===== config.mk =====
export PLATFORM = sky130hd
export DESIGN_NAME = midi_voice_allocator
export DESIGN_NICKNAME = d
export VERILOG_FILES = /design/src/rtl/midi_voice_allocator.sv
export SDC_FILE = /design/constraint.sdc
export NUM_CORES = 1
export LEC_CHECK = 0
export ABC_AREA = 1
export CORE_UTILIZATION = 50
export DETAILED_ROUTE_END_ITERATION = 6
export HOLD_SLACK_MARGIN = 0.15
export MAX_ROUTING_LAYER = met4
export PLACE_DENSITY = 0.76
export SLEW_MARGIN = 10
export SYNTH_ARGS = -nofsm -noshare
export SYNTH_HDL_FRONTEND = slang
export SYNTH_SLANG_ARGS = --single-unit
export TNS_END_PERCENT = 50

===== constraint.sdc =====
create_clock -name clk -period 9.2 [get_ports clk]
set_input_delay 0.92 -clock clk [delete_from_list [all_inputs] [get_ports clk]]
set_output_delay 0.92 -clock clk [all_outputs]
set_load 0.05 [all_outputs]

===== src/rtl/midi_voice_allocator.sv =====
`default_nettype none
// ============================================================================
// Module      : midi_voice_allocator
// Description : Polyphonic voice scheduler. It maps framed MIDI note events
//               onto NUM_VOICES slots and steals the oldest slot when all
//               slots are busy.
// Revision    : 1.0 - initial release
// ============================================================================
module midi_voice_allocator #(
  parameter int NUM_VOICES    = 4,
  parameter int IDX_BITS      = 2,
  parameter int AGE_BITS      = 4,
  parameter int RETRIG_CYCLES = 400
) (
  input  logic                    clk,
  input  logic                    rst,
  input  logic                    event_valid,
  input  logic [7:0]              event_command,
  input  logic [7:0]              event_param1,
  input  logic [7:0]              event_param2,
  output logic                    event_ack,
  output logic                    busy,
  output logic [NUM_VOICES-1:0]   voice_gate,
  output logic [7*NUM_VOICES-1:0] voice_note,
  output logic [7*NUM_VOICES-1:0] voice_velocity
);

  localparam int                  c_CNT_BITS = $clog2(RETRIG_CYCLES + 1);
  localparam logic [IDX_BITS-1:0] c_LAST_IDX = IDX_BITS'(NUM_VOICES - 1);
  localparam logic [AGE_BITS-1:0] c_AGE_MAX  = '1;

  typedef enum logic [2:0] {
    S_IDLE     = 3'd0,
    S_SCAN     = 3'd1,
    S_APPLY    = 3'd2,
    S_RETRIG   = 3'd3,
    S_ACK      = 3'd4,
    S_WAIT_LOW = 3'd5
  } state_t;

  typedef enum logic [1:0] {
    K_OTHER   = 2'd0,
    K_ON      = 2'd1,
    K_OFF     = 2'd2,
    K_ALL_OFF = 2'd3
  } kind_t;

  state_t r_state, w_state_next;
  kind_t  w_kind, r_kind;

  logic [6:0]            r_p_note, r_p_vel;
  logic [IDX_BITS-1:0]   r_scan_idx;
  logic                  r_match_found, r_free_found;
  logic [IDX_BITS-1:0]   r_match_idx, r_free_idx, r_old_idx;
  logic [AGE_BITS-1:0]   r_old_age;
  logic [c_CNT_BITS-1:0] r_cnt;
  logic                  r_ack, r_busy;

  logic [NUM_VOICES-1:0] r_gate;
  logic [6:0]            r_note [NUM_VOICES];
  logic [6:0]            r_vel  [NUM_VOICES];
  logic [AGE_BITS-1:0]   r_age  [NUM_VOICES];

  logic [IDX_BITS-1:0]   w_target;
  logic                  w_retrig;
  logic                  w_unused;

  // Channel nibble and the data-byte MSBs carry no meaning here.
  assign w_unused = ^{event_command[3:0], event_param1[7], event_param2[7]};

  always_comb begin
    w_kind = K_OTHER;
    if (event_command[7:4] == 4'h9 && event_param2[6:0] != 7'd0)
      w_kind = K_ON;
    else if (event_command[7:4] == 4'h8 || event_command[7:4] == 4'h9)
      w_kind = K_OFF;
    else if (event_command[7:4] == 4'hB && event_param1[6:0] == 7'd123)
      w_kind = K_ALL_OFF;
  end

  // Re-striking a sounding note or stealing both need a gate-low gap.
  always_comb begin
    w_retrig = r_match_found || !r_free_found;
    if (r_match_found)
      w_target = r_match_idx;
    else if (r_free_found)
      w_target = r_free_idx;
    else
      w_target = r_old_idx;
  end

  always_ff @(posedge clk or posedge rst) begin
    if (rst)
      r_state <= S_IDLE;
    else
      r_state <= w_state_next;
  end

  always_comb begin
    w_state_next = r_state;
    unique case (r_state)
      S_IDLE:     if (event_valid) w_state_next = S_SCAN;
      S_SCAN:     if (r_scan_idx == c_LAST_IDX) w_state_next = S_APPLY;
      S_APPLY:    w_state_next = (r_kind == K_ON && w_retrig) ? S_RETRIG : S_ACK;
      S_RETRIG:   if (r_cnt == c_CNT_BITS'(1)) w_state_next = S_ACK;
      S_ACK:      w_state_next = S_WAIT_LOW;
      S_WAIT_LOW: if (!event_valid) w_state_next = S_IDLE;
      default:    w_state_next = S_IDLE;
    endcase
  end

  always_ff @(posedge clk or posedge rst) begin
    if (rst) begin
      r_ack         <= 1'b0;
      r_busy        <= 1'b0;
      r_kind        <= K_OTHER;
      r_p_note      <= '0;
      r_p_vel       <= '0;
      r_scan_idx    <= '0;
      r_match_found <= 1'b0;
      r_free_found  <= 1'b0;
      r_match_idx   <= '0;
      r_free_idx    <= '0;
      r_old_idx     <= '0;
      r_old_age     <= '0;
      r_cnt         <= '0;
      r_gate        <= '0;
      for (int v = 0; v < NUM_VOICES; v++) begin
        r_note[v] <= '0;
        r_vel[v]  <= '0;
        r_age[v]  <= '0;
      end
    end else begin
      r_ack  <= (w_state_next == S_ACK);
      r_busy <= (w_state_next != S_IDLE);
      case (r_state)
        S_IDLE: begin
          if (event_valid) begin
            r_kind        <= w_kind;
            r_p_note      <= event_param1[6:0];
            r_p_vel       <= event_param2[6:0];
            r_scan_idx    <= '0;
            r_match_found <= 1'b0;
            r_free_found  <= 1'b0;
          end
        end
        S_SCAN: begin
          if (!r_match_found && r_gate[r_scan_idx] && r_note[r_scan_idx] == r_p_note) begin
            r_match_found <= 1'b1;
            r_match_idx   <= r_scan_idx;
          end
          if (!r_free_found && !r_gate[r_scan_idx]) begin
            r_free_found <= 1'b1;
            r_free_idx   <= r_scan_idx;
          end
          // Strict compare keeps the lowest index on equal ages.
          if (r_scan_idx == '0 || r_age[r_scan_idx] > r_old_age) begin
            r_old_idx <= r_scan_idx;
            r_old_age <= r_age[r_scan_idx];
          end
          r_scan_idx <= r_scan_idx + 1'b1;
        end
        S_APPLY: begin
          case (r_kind)
            K_ON: begin
              for (int v = 0; v < NUM_VOICES; v++) begin
                if (IDX_BITS'(v) == w_target) begin
                  r_note[v] <= r_p_note;
                  r_vel[v]  <= r_p_vel;
                  r_age[v]  <= '0;
                  r_gate[v] <= !w_retrig;
                end else if (r_gate[v] && r_age[v] != c_AGE_MAX) begin
                  r_age[v] <= r_age[v] + 1'b1;
                end
              end
              if (w_retrig)
                r_cnt <= c_CNT_BITS'(RETRIG_CYCLES);
            end
            K_OFF: begin
              // Note and velocity stay put so the release tail keeps its pitch.
              for (int v = 0; v < NUM_VOICES; v++)
                if (r_gate[v] && r_note[v] == r_p_note)
                  r_gate[v] <= 1'b0;
            end
            K_ALL_OFF: begin
              r_gate <= '0;
              for (int v = 0; v < NUM_VOICES; v++)
                r_age[v] <= '0;
            end
            default: ;
          endcase
        end
        S_RETRIG: begin
          if (r_cnt == c_CNT_BITS'(1))
            r_gate[w_target] <= 1'b1;
          r_cnt <= r_cnt - 1'b1;
        end
        default: ;
      endcase
    end
  end

  assign event_ack  = r_ack;
  assign busy       = r_busy;
  assign voice_gate = r_gate;

  generate
    for (genvar v = 0; v < NUM_VOICES; v++) begin : g_pack
      assign voice_note[7*v +: 7]     = r_note[v];
      assign voice_velocity[7*v +: 7] = r_vel[v];
    end
  endgenerate

endmodule
`default_nettype wire


Yosys cells after proc, flatten, opt, wreduce, memory -nomap -nowiden. Index checks and enable logic that the tools add are counted.

Register bits: 120. Input port bits: 27. Output and inout port bits: 62. Word-level logic and storage cells: 190.

Add/sub/neg operators: 6. Magnitude comparators: 5. Equality and inequality tests: 46. Mux-type cells: 51. Bitwise operators: 2. Reductions and logical operators: 50.

Operators with widths (count): 4-bit 2-to-1 mux (11); 7-bit == test (5); 3-bit AND reduction (11); 16-bit one-hot mux with 2 select lines (1); 3-bit inequality test (second input constant) (8); 5-bit AND reduction (4); 9-bit 2-to-1 mux (2); 3-bit one-hot mux with 6 select lines (1); 9-bit one-hot mux with 2 select lines (1); 4-bit by 1-bit adder with 4-bit output (second input constant) (4); 4-bit inequality test (second input constant) (4); 1-bit logical AND (15); 3-bit 2-to-1 mux (5); 7-bit binary-select mux with 2-bit select (1); 7-bit 2-to-1 mux (2); 1-bit 2-to-1 mux (13); 4-bit == test (second input constant) (3); 2-bit 2-to-1 mux (6); 2-bit inequality test (second input constant) (6); 3-bit by 1-bit inequality test with 1-bit output (second input constant) (4); 4-bit one-hot mux with 3 select lines (1); 2-bit AND reduction (5); 3-bit == test (second input constant) (3); 9-bit by 1-bit == test with 1-bit output (second input constant) (1); 29 further kinds (43).

Depth between registers and ports, before layout.
Depth in word-level cells: 9. Mapped depth: 16. Depth with buffers taken out: 13.

Worst setup path before layout. Ideal clock, no wire load.

Path type: register -> register. Start point: register r_scan_idx[0]. End point: register r_old_age[3]. Library setup time: 77 ps. Arrival time: 2226 ps. Data required time: 9123 ps. Setup slack: 6896 ps. Cell stages (with the launch flop): 15. Path buffers: 4. Period minus slack after synthesis: 2304 ps. Cell sequence: dfrtp_1 > buf_4 > inv_4 > buf_4 > buf_2 > nor2_1 > o22ai_1 > ha_1 > a21oi_1 > o21ai_0 > a21o_1 > nand2_1 > clkbuf_1 > nor2_1 > a21oi_1.

Cells in the longest elaborated chain, start to end: 7. Elaborated cells between the ends (all ways): 8. Those cells by class: 1 x order compare; 3 x mux; 1 x bitwise; 3 x reduce/logical.

Ends and longest elaborated chain: from (decl) (line 52) `logic [IDX_BITS-1:0] r_scan_idx;`; from (signal assigned) (line 161) `r_scan_idx <= r_scan_idx + 1'b1;`; 2-bit NOT with 3-bit output (not written as such) (line 157, 159); 4-bit binary-select mux with 2-bit select (line 157, 159); 4-bit 2-to-1 mux (not written as such) (2 in series) (line 157, 159); 4-bit greater-than comparator (line 157) `if (r_scan_idx == '0 || r_age[r_scan_idx] > r_old_age) begin`; 1-bit logical OR (line 157); 2-bit AND reduction (no source line); to (signal assigned) (line 159) `r_old_age <= r_age[r_scan_idx];`; to (decl) (line 55) `logic [AGE_BITS-1:0] r_old_age;`.

Parallel ways exist; a longest one is shown, timed or not. The select of a mux whose other input is x is not followed. A chain may end at the register's enable or synchronous reset.

Final worst setup path.
Start point: register r_scan_idx[1]. End point: register r_old_age[3].

The elaborated chain is that of the path after synthesis.

==> flow_summary.json <==
{
  "cp-start-kind": "register",
  "finalCritPeriodShare": 0.2975,
  "critical_path_arrival_ns": 3.07,
  "synth_compound_area_frac": 0.1423,
  "area_growth_pct": 22.68,
  "grt_max_degree": 67,
  "grt_first_pass_wirelength_mm": 26.82,
  "drt-initial-drc-count": 422,
  "critPathKind": "register to register",
  "die_area_mm2": 0.01333,
  "post_cts_buffers": 0,
  "ctsHoldBuffers": 0,
  "outcome": "completed",
  "setup_tns_ns": 0,
  "total_leakage_power_nw": 3.726,
  "max_freq_ghz": 0.3654,
  "grt_overflow": 0,
  "syn_inst": 810,
  "rsz0062_at_grt": "false",
  "hold_class": "register to register",
  "synth-seq-cells": 120,
  "drive_above_1_share": 0.1110,
  "dpl_worst_slack_ns": 6.429,
  "ys_seq_area_frac": 0.4665,
  "ctsRootBufferMaster": "clkbuf_16",
  "antenna_found_initial": 0,
  "finalClockSkew_ns": 0.007907,
  "grt_pass1_vias": 5651,
  "wl_per_cell_um": 14.95,
  "slew_viol_final": 0,
  "dr.pass1.iters": 5,
  "clock_sink_count": 120,
  "die_h_um": 115.5,
  "timing.slew.headroom": 0.4691,
  "p_per_area_mw_per_mm2": 314.0,
  "ys.warnings.count": 0,
  "drc": 0,
  "worstMarginPinSlew_ns": 0.7963,
  "gp_congestion": 0.9278,
  "finalSetupViolations": 0,
  "hpwl_mm": 11.22,
  "drv_cap": 0,
  "hold_ws_ns": 0.4651,
  "synth_adder_area_share": 0.02332,
  "die_w_um": 115.5,
  "cp_data_required_time_ns": 9.54,
  "synth_area_mm2": 0.006437,
  "async_reset_ff_frac": 1.000,
  "clk-insertion-delay-late_ns": 0.42,
  "fin_area_mm2": 0.007898,
  "nets": 930,
  "synth_cell_type_count": 37,
  "min_period_ns": 2.737,
  "synth_top_family_by_area": "simple AND/OR/NAND/NOR gates",
  "path_clk_slew_ns": 0.05,
  "hold_violations": 0,
  "crit_slowest_cell": "dfrtp_1",
  "synthXorXnorAreaFrac": 0.02177,
  "num_antenna_cells": 0,
  "h-tree-depth": 4,
  "vias": 5660,
  "ios": 89,
  "path_cells": "inv_1, o21ai_0, o22ai_1, ha_1, a21oi_1, o21ai_0, a21o_1, nand2_1, nor2_1, a21oi_1",
  "crit_family": "compound AO/OA/AOI/OAI gates",
  "coreArea_mm2": 0.01257,
  "vdd_drop_max_mv": 0.1928,
  "end_kind": "register",
  "yosys.area_share.simple": 0.2676,
  "cpPeakStageDelay_ns": 0.59,
  "fillCellCount": 1101,
  "rows": 41,
  "cts_resized": 0,
  "grt.total_usage": 0.2735,
  "layout.cells.most_common_list": "nand2_1 (258), dfrtp_1 (120), inv_1 (83)",
  "critPathMaxFanout": 15,
  "final_common_cell": "nand2_1",
  "wirelength_mm": 16.04,
  "cts_made_buffers": 17,
  "vias_per_cell": 5.275,
  "tritoncts": "done",
  "synth_edf_count": 0,
  "clk_path_buf_depth": 2,
  "synthMuxAreaShare": 0,
  "start_util": 0.5122,
  "syn_avg_cell_area_um2": 7.947,
  "ant_nets": 0,
  "ys.flop_type": "dfrtp_1",
  "portBuffers": 82,
  "setup_slack_ns": 6.463,
  "dpl_cell_area_mm2": 0.007337,
  "syn-num-nets": 849,
  "crit_buf_inv": 1
}
==> cell families after synthesis <==
kind of cell,count (synthesis)
xor gates and xnor gates,16
AOI/OAI and AO/OA,144
buffers and inverters,114
adders and majority gates,12
DFF,120
and+or+nand+nor,404
==> sequential cells by signal, indices dropped and copies added (netlist names), 2 cells and up <==
signal          count
voice_gate          4
r_age              16
r_old_age           4
r_match_idx         2
r_cnt               9
r_scan_idx          2
r_old_idx           2
r_state             3
voice_velocity     28
voice_note         28
r_kind              2
r_p_vel             7
r_p_note            7
r_free_idx          2
==> routing by layer <==
| metal | track usage | vias to the layer above | routed length (um) |
|---|---|---|---|
| li1 | - | 2789 | - |
| met1 | 0.3184 | 2649 | 6776 |
| met2 | 0.4507 | 185 | 8046 |
| met3 | 0.06642 | 37 | 848 |
| met4 | 0.1186 | 0 | 369 |
| met5 | - | - | 0 |
==> area by class of cell <==
cell class | count | area, um2 | share of cell area
Sequential cell | 120 | 3003 | 0.3802
Clock inverter | 8 | 100.1 | 0.01267
Inverter | 91 | 346.6 | 0.04388
Timing Repair Buffer | 85 | 843.3 | 0.1068
Clock buffer | 21 | 460.4 | 0.05830
Multi-Input combinational cell | 576 | 2929 | 0.3709
Tap cell | 172 | 215.2 | 0.02725
==> power breakdown <==
part	internal (W)	switching [W]
combinational	0.000329	0.000719
clock	0.000407	0.000231
sequential	0.000657	0.000139
total	0.00139	0.00109
==> cells in the mapped netlist (all sizes together) (3+ instances only) <==
master	number	area (um2)
nand2	266	1038
dfrtp	120	3003
o21ai	115	737.0
inv	91	344.1
nand3	62	310.3
nor2	51	211.5
buf	16	135.1
a21oi	15	78.83
ha	12	150.1
nand4	11	68.82
xnor2	10	87.58
clkbuf	7	26.28
nor3	6	41.29
o22ai	6	37.54
xor2	6	52.55
nor4	3	18.77
o211ai	3	22.52
or2	3	18.77
==> per-stage QoR <==
| stage | util | instances | total power (W) |
|---|---|---|---|
| finish | 0.6284 | 1073 | 0.002480 |
| global route | 0.6284 | 1073 | 0.002651 |
| CTS | 0.6284 | 1073 | 0.002489 |
| detailed placement | 0.5838 | 1044 | 0.001843 |
| global placement | 0.5838 | 1044 | 0.001820 |
| floorplan | - | 810 | 0.001552 |
==> path summary, 6_finish.rpt <==
| kind | startpoint | to | slack, ns | cells past startpoint |
|---|---|---|---|---|
| min in group asynchronous | rst | voice_note[26] | 1.03 | 2 |
| min | r_cnt[5] | r_cnt[5] | 0.47 | 1 |
| min reg2reg | r_cnt[5] | r_cnt[5] | 0.47 | 1 |
| max in group asynchronous | rst | r_cnt[3] | 6.97 | 3 |
| max reg2reg | r_scan_idx[1] | r_old_age[3] | 6.46 | 10 |
| max | r_scan_idx[1] | r_old_age[3] | 6.46 | 10 |
(Power assumes the default switching activity.)
